### src/rtl/fifo_rd_arb.sv
// Round-robin read arbiter for a shared multi-flux FIFO with a one-entry output register.
// Optional tag checking of FIFO read data is enabled by defining FIFO_RD_ARB_TAG_CHECK_EN.
module fifo_rd_arb #(
  parameter int DATA_WIDTH = 8,
  parameter int FLUX       = 2,
  localparam int TAG_WIDTH = $clog2(FLUX)
) (
  input  logic                            clk,
  input  logic                            rst,
  input  logic [FLUX-1:0]                 fifo_empty,
  input  logic [TAG_WIDTH+DATA_WIDTH-1:0] fifo_dout,
  output logic [FLUX-1:0]                 fifo_read,
  input  logic [FLUX-1:0]                 flux_en,
  output logic                            m_valid,
  input  logic                            m_ready,
  output logic [DATA_WIDTH-1:0]           m_data,
  output logic [TAG_WIDTH-1:0]            m_tag,
  output logic                            tag_err
);

  logic [FLUX-1:0]      eligible;
  logic                 slot_free;
  logic [TAG_WIDTH-1:0] last_grant;
  logic [TAG_WIDTH-1:0] grant_idx;
  logic                 grant_vld;
  logic                 grant;
  logic [TAG_WIDTH:0]   probe;

  assign eligible  = ~fifo_empty & flux_en;
  assign slot_free = ~m_valid | m_ready;

  // Search starts one past the last winner; the extra probe bit makes the
  // wrap correct for non-power-of-two FLUX.
  always_comb begin
    // NOTE: every always_comb output gets a default first so no path leaves it unassigned (no latch).
    grant_idx = '0;
    grant_vld = 1'b0;
    probe     = '0;
    for (int k = 1; k <= FLUX; k++) begin
      probe = {1'b0, last_grant} + (TAG_WIDTH+1)'(k);
      if (probe >= (TAG_WIDTH+1)'(FLUX))
        probe = probe - (TAG_WIDTH+1)'(FLUX);
      if (!grant_vld && eligible[probe[TAG_WIDTH-1:0]]) begin
        grant_vld = 1'b1;
        grant_idx = probe[TAG_WIDTH-1:0];
      end
    end
  end

  always_comb begin
    fifo_read = '0;
    if (!rst && slot_free && grant_vld)
      fifo_read[grant_idx] = 1'b1;
  end

  assign grant = |fifo_read;

  // NOTE: sequential state uses non-blocking assignments so every register samples pre-edge values.
  always_ff @(posedge clk) begin
    if (rst) begin
      m_valid    <= 1'b0;
      m_data     <= '0;
      m_tag      <= '0;
      last_grant <= TAG_WIDTH'(FLUX-1);
    end else if (grant) begin
      m_valid    <= 1'b1;
      m_data     <= fifo_dout[DATA_WIDTH-1:0];
      m_tag      <= grant_idx;
      last_grant <= grant_idx;
    end else if (m_ready) begin
      m_valid <= 1'b0;
    end
  end

`ifdef FIFO_RD_ARB_TAG_CHECK_EN
  logic tag_err_q;

  always_ff @(posedge clk) begin
    if (rst)
      tag_err_q <= 1'b0;
    else if (grant && (fifo_dout[TAG_WIDTH+DATA_WIDTH-1:DATA_WIDTH] != grant_idx))
      tag_err_q <= 1'b1;
  end

  assign tag_err = tag_err_q;
`else
  // The FIFO tag field is deliberately ignored when checking is compiled out.
  logic unused_tag;
  assign unused_tag = ^fifo_dout[TAG_WIDTH+DATA_WIDTH-1:DATA_WIDTH];
  assign tag_err    = 1'b0;
`endif

endmodule

### config.mk
export PLATFORM = sky130hd
export DESIGN_NAME = fifo_rd_arb
export DESIGN_NICKNAME = d
export VERILOG_FILES = /design/src/rtl/fifo_rd_arb.sv
export SDC_FILE = /design/constraint.sdc
export NUM_CORES = 1
export LEC_CHECK = 0
export ABC_CLOCK_PERIOD_IN_PS = 3100
export BUFFER_PORTS_ARGS = -buffer_cell sky130_fd_sc_hd__buf_2
export CAP_MARGIN = 20
export CORE_AREA = 5 5 42 44
export DETAILED_ROUTE_END_ITERATION = 8
export DIE_AREA = 0 0 47 49
export PLACE_DENSITY = 0.74
export SETUP_SLACK_MARGIN = 0.2
export SYNTH_ARGS = -nofsm -noshare
export SYNTH_HDL_FRONTEND = slang
export SYNTH_SLANG_ARGS = --single-unit
### constraint.sdc
create_clock -name clk -period 3.1 [get_ports clk]
set_clock_uncertainty 0.2 [all_clocks]
set_input_delay 0.155 -clock clk [delete_from_list [all_inputs] [get_ports clk]]
set_output_delay 0.155 -clock clk [all_outputs]
set_load 0.05 [all_outputs]
==> results of run 1 <==
## worst register-to-register path: cells and delay by family (launching register included)
kind	cells	cell delay (ps)
AOI/OAI and AO/OA	1	480
DFF	1	320
muxes	1	250
and+or+nand+nor	1	130
## path summary, 6_finish.rpt
| path | from | endpoint | slack [ps] |
|---|---|---|---|
| worst min-delay path | rst | m_valid | 50 |
| worst min register to register | last_grant | last_grant | 260 |
| worst max register to register | m_valid | m_data[7] | 1660 |
| worst max-delay path | last_grant | fifo_read[0] | 1350 |
## cell usage in the layout, fill, tap and decap left out
cell type      netlist  layout
conb_1               1       1
nor2_1               1       1
nor2b_4              1       1
mux2i_1              8       8
o21a_1               1       1
dfxtp_1             11      11
nor2b_1              2       2
clkbuf_4             0       3
and4b_1              1       1
a21oi_1              1       1
o21bai_1             1       1
a2111oi_2            1       1
clkbuf_1             2       1
inv_1                1       1
a31oi_1              1       1
nand3b_1             1       1
dlygate4sd3_1        0       8
o21ai_1              1       1
nand2b_1            18      18
buf_2                0      26
## flip-flops by register name (all words and copies together) (netlist names)
name	flops
m_tag	1
m_data	8
last_grant	1
m_valid	1
## per-layer routing
metal  up-vias  part of all wire, %
met1       195                   42
met3         0                   12
met2        20                   47
met4         0                    0
met5         -                    0
li1        247                    -
## cell families (layout without fill, tap and decap cells)
group	count (synthesis)	after routing	share of synthesized area, %
other	1	1	0.694
DFF	11	11	40.7
muxes	8	8	14.8
buffers and inverters	5	39	5.56
AOI/OAI and AO/OA	6	6	8.56
and+or+nand+nor	24	24	29.6
## stage by stage
step	hold WS (ps)	total power, mW	worst slack [ps]	util, %	instances
after floorplan	110	0.235	1000	-	55
after global placement	219	0.254	1610	47.4	93
after detailed placement	225	0.256	1600	47.4	93
after CTS	65.3	0.360	1330	55.0	105
after global routing	76.0	0.378	1210	55.0	105
final	50.7	0.354	1350	55.0	105
## layout make-up
class	instances	area, µm²	area share [%]
Multi-Input combinational cell	39	290	37.7
Sequential cell	11	220	28.6
Timing Repair Buffer	34	210	27.3
Clock buffer	4	26.3	3.41
Tap cell	16	20.0	2.60
Inverter	1	3.75	0.487
## power groups by stage
stage,Clock (mW),Sequential (mW),Combinational [mW]
finish,0.0935,0.158,0.102
global route,0.109,0.159,0.110
CTS,0.0990,0.157,0.103
detailed placement,0,0.160,0.0958
global placement,0,0.160,0.0943
floorplan,0,0.194,0.0415
==> impl_metrics.xml, run 1 <==
<?xml version="1.0" encoding="UTF-8"?>
<metrics>
  <group name="routing">
    <metric name="routedWlPerCell" unit="µm">11.2</metric>
    <metric name="drt_pre_antenna_iters" unit="">3</metric>
    <metric name="antenna_left" unit="">0</metric>
    <metric name="first_iter_violations" unit="">3</metric>
    <metric name="drt_drc_violations_left" unit="">0</metric>
    <metric name="route.final.wire_length" unit="mm">1.17</metric>
    <metric name="routed-via-count" unit="">462</metric>
    <metric name="post_drt_via_cell_ratio" unit="">4.40</metric>
  </group>
  <group name="floorplan">
    <metric name="std_cell_rows" unit="">14</metric>
    <metric name="pin_count" unit="">29</metric>
    <metric name="start_util" unit="%">38.6</metric>
    <metric name="die-width" unit="µm">47</metric>
    <metric name="die_height" unit="µm">49</metric>
    <metric name="die_area" unit="µm²">2300</metric>
    <metric name="core" unit="µm²">1400</metric>
  </group>
  <group name="logic_synthesis">
    <metric name="synth_area_leader_cell" unit="">dfxtp_1</metric>
    <metric name="synth-edff-count" unit="">0</metric>
    <metric name="total_standard_cell_area_after_synthesis" unit="µm²">541</metric>
    <metric name="yosysWarnings" unit="">0</metric>
    <metric name="synth-seq-cells" unit="">11</metric>
    <metric name="syn_nets" unit="">71</metric>
    <metric name="synth_cell_types" unit="">19</metric>
    <metric name="yosys-top-cells-area" unit="">dfxtp_1 (41%), nand2b_1 (21%), mux2i_1 (15%)</metric>
    <metric name="avg_synthesized_cell_area" unit="µm²">9.83</metric>
    <metric name="sequential_fraction_of_the_synthesis_area" unit="%">40.7</metric>
    <metric name="synthesis.instances" unit="">55</metric>
    <metric name="synth_ff_type" unit="">dfxtp_1</metric>
    <metric name="proportion_of_register_bits_with_asynchronous_set_or_reset_after_synthesis" unit="%">0</metric>
    <metric name="post-synth-top-count-cell" unit="">nand2b_1</metric>
    <metric name="post-synth-top-area-fraction" unit="%">40.7</metric>
    <metric name="synth_common_cells" unit="">nand2b_1 (18), dfxtp_1 (11), mux2i_1 (8)</metric>
  </group>
  <group name="worst_setup_path">
    <metric name="cp_num_cells" unit="">3</metric>
    <metric name="cell_type_group_with_the_largest_total_delay_on_the_critical_path" unit="">compound AO/OA/AOI/OAI gates</metric>
    <metric name="crit_path_start_kind" unit="">flip-flop</metric>
    <metric name="worstPathArrival" unit="ps">1400</metric>
    <metric name="critical_path_buf_inv_count" unit="">1</metric>
    <metric name="timing.critical_path.fanout_max" unit="">3</metric>
    <metric name="reg2regPathDepth" unit="">3</metric>
    <metric name="critical_path.max_stage_delay" unit="ps">360</metric>
    <metric name="cpMaxStageDelayCell" unit="">a2111oi_2</metric>
    <metric name="endpoint_kind" unit="">output pin</metric>
    <metric name="setup.worst_path.class" unit="">reg -&gt; out</metric>
    <metric name="required" unit="ps">2740</metric>
    <metric name="series_of_cell_instances_along_the_critical_path" unit="">nand3b_1, a2111oi_2, buf_2</metric>
  </group>
  <group name="clock_network">
    <metric name="cts.repair.resized" unit="">0</metric>
    <metric name="cts_hold_buf" unit="">8</metric>
    <metric name="clock_tree.htree_level_count" unit="">1</metric>
    <metric name="clk_path_buf_depth" unit="">2</metric>
    <metric name="cts_buffers" unit="">3</metric>
    <metric name="clkTransAtPathRegs" unit="ps">70</metric>
    <metric name="clock_sink_count" unit="">11</metric>
    <metric name="worstSkewPairLatency" unit="ps">260</metric>
    <metric name="tritoncts" unit="">yes</metric>
    <metric name="root_buffer" unit="">clkbuf_4</metric>
    <metric name="postCtsSetupBuffers" unit="">0</metric>
  </group>
  <group name="global_route">
    <metric name="grt-ovfl-total" unit="">0</metric>
    <metric name="overall_track_demand_over_capacity_in_global_routing" unit="%">11.5</metric>
    <metric name="initial_antenna_violation_count" unit="">0</metric>
    <metric name="grt_max_degree" unit="">22</metric>
    <metric name="grt_first_pass_wirelength" unit="mm">1.99</metric>
    <metric name="globalRouteMet2Util" unit="%">17.9</metric>
    <metric name="grt.busiest_layer" unit="">met2</metric>
    <metric name="grt.met3_usage" unit="%">5.54</metric>
    <metric name="global_route_track_usage_on_met1" unit="%">14.1</metric>
    <metric name="via_count_of_the_first_global_routing_pass" unit="">479</metric>
  </group>
  <group name="sta">
    <metric name="finalCritPeriodShare" unit="%">56.5</metric>
    <metric name="finalSetupViolations" unit="">0</metric>
    <metric name="max_clock_freq" unit="MHz">571</metric>
    <metric name="final_critical_delay_including_setup_and_external_delays" unit="ps">1750</metric>
    <metric name="max_slew_margin" unit="%">65.5</metric>
    <metric name="rsz0062_at_grt" unit="">no</metric>
    <metric name="transition_time_at_the_pin_with_the_least_slew_margin" unit="ps">518</metric>
    <metric name="timing.final.hold_violations" unit="">0</metric>
    <metric name="drv_slew" unit="">0</metric>
    <metric name="fin_setup_tns" unit="ps">0</metric>
  </group>
  <group name="power">
    <metric name="p_clk_share" unit="%">26.5</metric>
    <metric name="power_leakage" unit="nW">0.371</metric>
    <metric name="p_seq_share" unit="%">44.6</metric>
    <metric name="comb_power_share" unit="%">29.0</metric>
    <metric name="switching_share" unit="%">32.4</metric>
    <metric name="power.internal" unit="mW">0.239</metric>
    <metric name="switching_power" unit="mW">0.115</metric>
    <metric name="power_density" unit="nW/µm²">459</metric>
    <metric name="max-vdd-ir-drop" unit="mV">0.220</metric>
  </group>
  <group name="flow_run">
    <metric name="max-cap-violations" unit="">0</metric>
  </group>
  <group name="place">
    <metric name="port-buffer-count" unit="">26</metric>
    <metric name="dpl-instance-area" unit="µm²">664</metric>
    <metric name="post-dp-hpwl" unit="µm">827</metric>
    <metric name="gp_congestion" unit="">0.694</metric>
  </group>
  <group name="worst_hold_path">
    <metric name="holdPathStages" unit="">2</metric>
    <metric name="min-delay-path-class" unit="">in -&gt; reg</metric>
  </group>
  <group name="cells_and_area">
    <metric name="fillerInstances" unit="">137</metric>
    <metric name="syn2layout_area_growth" unit="%">42.6</metric>
    <metric name="insertedDiodeCount" unit="">0</metric>
    <metric name="post_route_cells_drive_above_1_share" unit="%">34.8</metric>
    <metric name="post_layout_inst_area" unit="µm²">771</metric>
    <metric name="layout.nets" unit="">106</metric>
  </group>
  <group name="run_status">
    <metric name="outcome" unit="">finished clean</metric>
  </group>
</metrics>
No activity file was read; power rests on OpenSTA's default activity.
==> run 2: changes to the inputs <==
- ABC_CLOCK_PERIOD_IN_PS: 3100 -> 1500
- CORE_AREA: 5 5 42 44 -> unset
- CORE_MARGIN: unset -> 5
- CORE_UTILIZATION: unset -> 37
- DIE_AREA: 0 0 47 49 -> unset
- PLACE_DENSITY: 0.74 -> 0.71
- clock period: 3.1 -> 1.5 ns (I/O delays scaled with it)
==> run 2 against run 1 <==
Effect of this change: the run now ends with negative hold slack, negative setup slack left; critical path type unchanged; critical path depth stayed put; setup slack worse by 1400 ps; sequential share of layout area is 2.3 points lower; sequential power is 110% higher; clock-buffer cell count stayed put; largest cell class unchanged; via count is 10% higher; clock power is 110% higher; utilization is 9.3 points higher; die area is 0.96% higher; global-route usage is 0.64 points higher; routed wire length is 5.9% higher.
==> impl_metrics.xml, run 2 (synthesis results as in run 1) <==
<?xml version="1.0" encoding="UTF-8"?>
<metrics>
  <group name="cells_and_area">
    <metric name="post_route_cells_drive_above_1_share" unit="%">42.6</metric>
    <metric name="layout.cells.most_common" unit="">buf_2</metric>
    <metric name="max_flop_register" unit="">m_data</metric>
    <metric name="layout.cells.non_filler" unit="">109</metric>
    <metric name="syn2layout_area_growth" unit="%">58.6</metric>
    <metric name="largest_register_ffs" unit="">8</metric>
    <metric name="layout.nets" unit="">111</metric>
    <metric name="layout.cells.most_common_list" unit="">buf_2 (24), nand2b_1 (17), dfxtp_1 (9)</metric>
    <metric name="insertedDiodeCount" unit="">0</metric>
  </group>
  <group name="worst_setup_path">
    <metric name="cpMaxStageDelayCell" unit="">a2111oi_4</metric>
    <metric name="worstPathArrival" unit="ps">1270</metric>
    <metric name="critical_path.max_stage_delay" unit="ps">340</metric>
    <metric name="critical_path_buf_inv_count" unit="">1</metric>
    <metric name="required" unit="ps">1220</metric>
    <metric name="timing.critical_path.fanout_max" unit="">3</metric>
    <metric name="series_of_cell_instances_along_the_critical_path" unit="">nand3b_1, a2111oi_4, buf_6</metric>
    <metric name="crit_path_start_kind" unit="">flip-flop</metric>
    <metric name="setup.worst_path.class" unit="">reg -&gt; out</metric>
    <metric name="cell_type_group_with_the_largest_total_delay_on_the_critical_path" unit="">compound AO/OA/AOI/OAI gates</metric>
    <metric name="endpoint_kind" unit="">output pin</metric>
  </group>
  <group name="floorplan">
    <metric name="pin_count" unit="">29</metric>
    <metric name="die_height" unit="µm">48.2</metric>
    <metric name="start_util" unit="%">40.5</metric>
    <metric name="die-width" unit="µm">48.2</metric>
    <metric name="std_cell_rows" unit="">13</metric>
    <metric name="core" unit="µm²">1330</metric>
    <metric name="die_area" unit="µm²">2330</metric>
  </group>
  <group name="place">
    <metric name="port-buffer-count" unit="">26</metric>
    <metric name="gp_congestion" unit="">0.700</metric>
    <metric name="post-dp-hpwl" unit="µm">846</metric>
    <metric name="numPlacedInstances" unit="">93</metric>
    <metric name="preCtsSetupSlack" unit="ps">89.0</metric>
  </group>
  <group name="clock_network">
    <metric name="cts_buffers" unit="">3</metric>
    <metric name="root_buffer" unit="">clkbuf_4</metric>
    <metric name="clock_sink_count" unit="">11</metric>
    <metric name="worstSkewPairLatency" unit="ps">260</metric>
    <metric name="cts_hold_buf" unit="">8</metric>
    <metric name="clk_path_buf_depth" unit="">2</metric>
    <metric name="tritoncts" unit="">yes</metric>
    <metric name="clock_tree.htree_level_count" unit="">1</metric>
    <metric name="clkTransAtPathRegs" unit="ps">70</metric>
  </group>
  <group name="sta">
    <metric name="worst_slack" unit="ps">-46.5</metric>
    <metric name="drv_slew" unit="">0</metric>
    <metric name="finalSetupViolations" unit="">2</metric>
    <metric name="final_critical_delay_including_setup_and_external_delays" unit="ps">1550</metric>
    <metric name="rsz0062_at_grt" unit="">yes</metric>
    <metric name="max_clock_freq" unit="MHz">647</metric>
    <metric name="finalCritPeriodShare" unit="%">103</metric>
    <metric name="hold_slack" unit="ps">-61.8</metric>
    <metric name="timing.final.hold_violations" unit="">1</metric>
  </group>
  <group name="global_route">
    <metric name="via_count_of_the_first_global_routing_pass" unit="">486</metric>
    <metric name="grt-ovfl-total" unit="">0</metric>
    <metric name="overall_track_demand_over_capacity_in_global_routing" unit="%">12.2</metric>
    <metric name="initial_antenna_violation_count" unit="">0</metric>
    <metric name="grt_max_degree" unit="">22</metric>
    <metric name="grt_first_pass_wirelength" unit="mm">2.01</metric>
  </group>
  <group name="power">
    <metric name="comb_power_share" unit="%">31.8</metric>
    <metric name="p_clk_share" unit="%">25.4</metric>
    <metric name="power.internal" unit="mW">0.516</metric>
    <metric name="switching_share" unit="%">32.4</metric>
    <metric name="power_density" unit="nW/µm²">890</metric>
    <metric name="switching_power" unit="mW">0.247</metric>
    <metric name="power_leakage" unit="nW">0.406</metric>
    <metric name="p_seq_share" unit="%">42.8</metric>
    <metric name="max-vdd-ir-drop" unit="mV">0.500</metric>
  </group>
  <group name="routing">
    <metric name="routed-via-count" unit="">508</metric>
    <metric name="routedWlPerCell" unit="µm">11.4</metric>
    <metric name="route.final.wire_length" unit="mm">1.24</metric>
    <metric name="drt_drc_violations_left" unit="">0</metric>
    <metric name="antenna_left" unit="">0</metric>
    <metric name="post_drt_via_cell_ratio" unit="">4.66</metric>
    <metric name="drt_pre_antenna_iters" unit="">4</metric>
    <metric name="first_iter_violations" unit="">2</metric>
  </group>
  <group name="run_status">
    <metric name="violations_in_the_final_reports" unit="">negative hold slack, negative setup slack</metric>
    <metric name="outcome" unit="">finished with violations</metric>
  </group>
  <group name="worst_hold_path">
    <metric name="min-delay-path-class" unit="">in -&gt; reg</metric>
  </group>
  <group name="flow_run">
    <metric name="max-cap-violations" unit="">0</metric>
  </group>
</metrics>
## run 2: cell types whose count changed in the layout (fill, tap and decap cells not counted), sizes merged
cell	previous run	this run
buf	26	31
## run 2: power by group through the flow
stage,clock [mW],sequential (mW),combinational [mW]
2_1_floorplan,0,0.400,0.0904
3_3_place_gp,0,0.331,0.203
3_5_place_dp,0,0.332,0.206
4_1_cts,0.203,0.325,0.232
5_1_grt,0.216,0.330,0.259
6_report,0.194,0.326,0.243
## run 2: worst paths after layout
check	from	to	slack [ps]	cells after the start
worst max-delay path	last_grant	fifo_read[0]	-50	3
worst min-delay path	m_ready	m_valid	-60	3
worst max register to register	last_grant	m_tag	180	4
worst min register to register	last_grant	last_grant	260	2
## run 2: tightest hold or removal path: stages
cell and delay, ps:
buf_2 90, nand2b_4 130, a21oi_1 60
## run 2: area by class of cell
cell class                 instances  area, µm²
fill                             116        477
multi-input combinational         39        312
timing repair buffer              39        272
sequential                        11        225
clock buffer                       4       26.3
tap                               15       18.8
inverter                           1       3.75
## run 2: metal layers
| layer | share of wire (%) | GRT usage [%] | wire, µm |
|---|---|---|---|
| met5 | 0 | 0 | 0 |
| met4 | 0 | 3.23 | 0 |
| met3 | 11 | 4.06 | 137 |
| met2 | 49 | 21.6 | 604 |
| met1 | 40 | 13.8 | 501 |
## run 2: through the flow
stage	instance area [µm²]	TNS [ps]	power, mW	utilization [%]	hold slack, ps
after detailed placement	689	0	0.538	51.7	150
after floorplan	559	0	0.491	-	30.3
after global routing	857	-228	0.804	64.3	-60.6
after global placement	689	0	0.534	51.7	136
after CTS	823	-78.5	0.760	61.7	-10.5
final	857	-92.4	0.763	64.3	-61.8
## run 2: timing repair
| item | 4_1_cts | 5_1_grt |
|---|---|---|
| pin swaps | 2 | 3 |
| gates cloned | 0 | 1 |
| gates resized for setup | 6 | 4 |
| hold endpoints to repair | 10 | 1 |
| setup endpoints to repair | 3 | 12 |
| setup buffers | 1 | 2 |
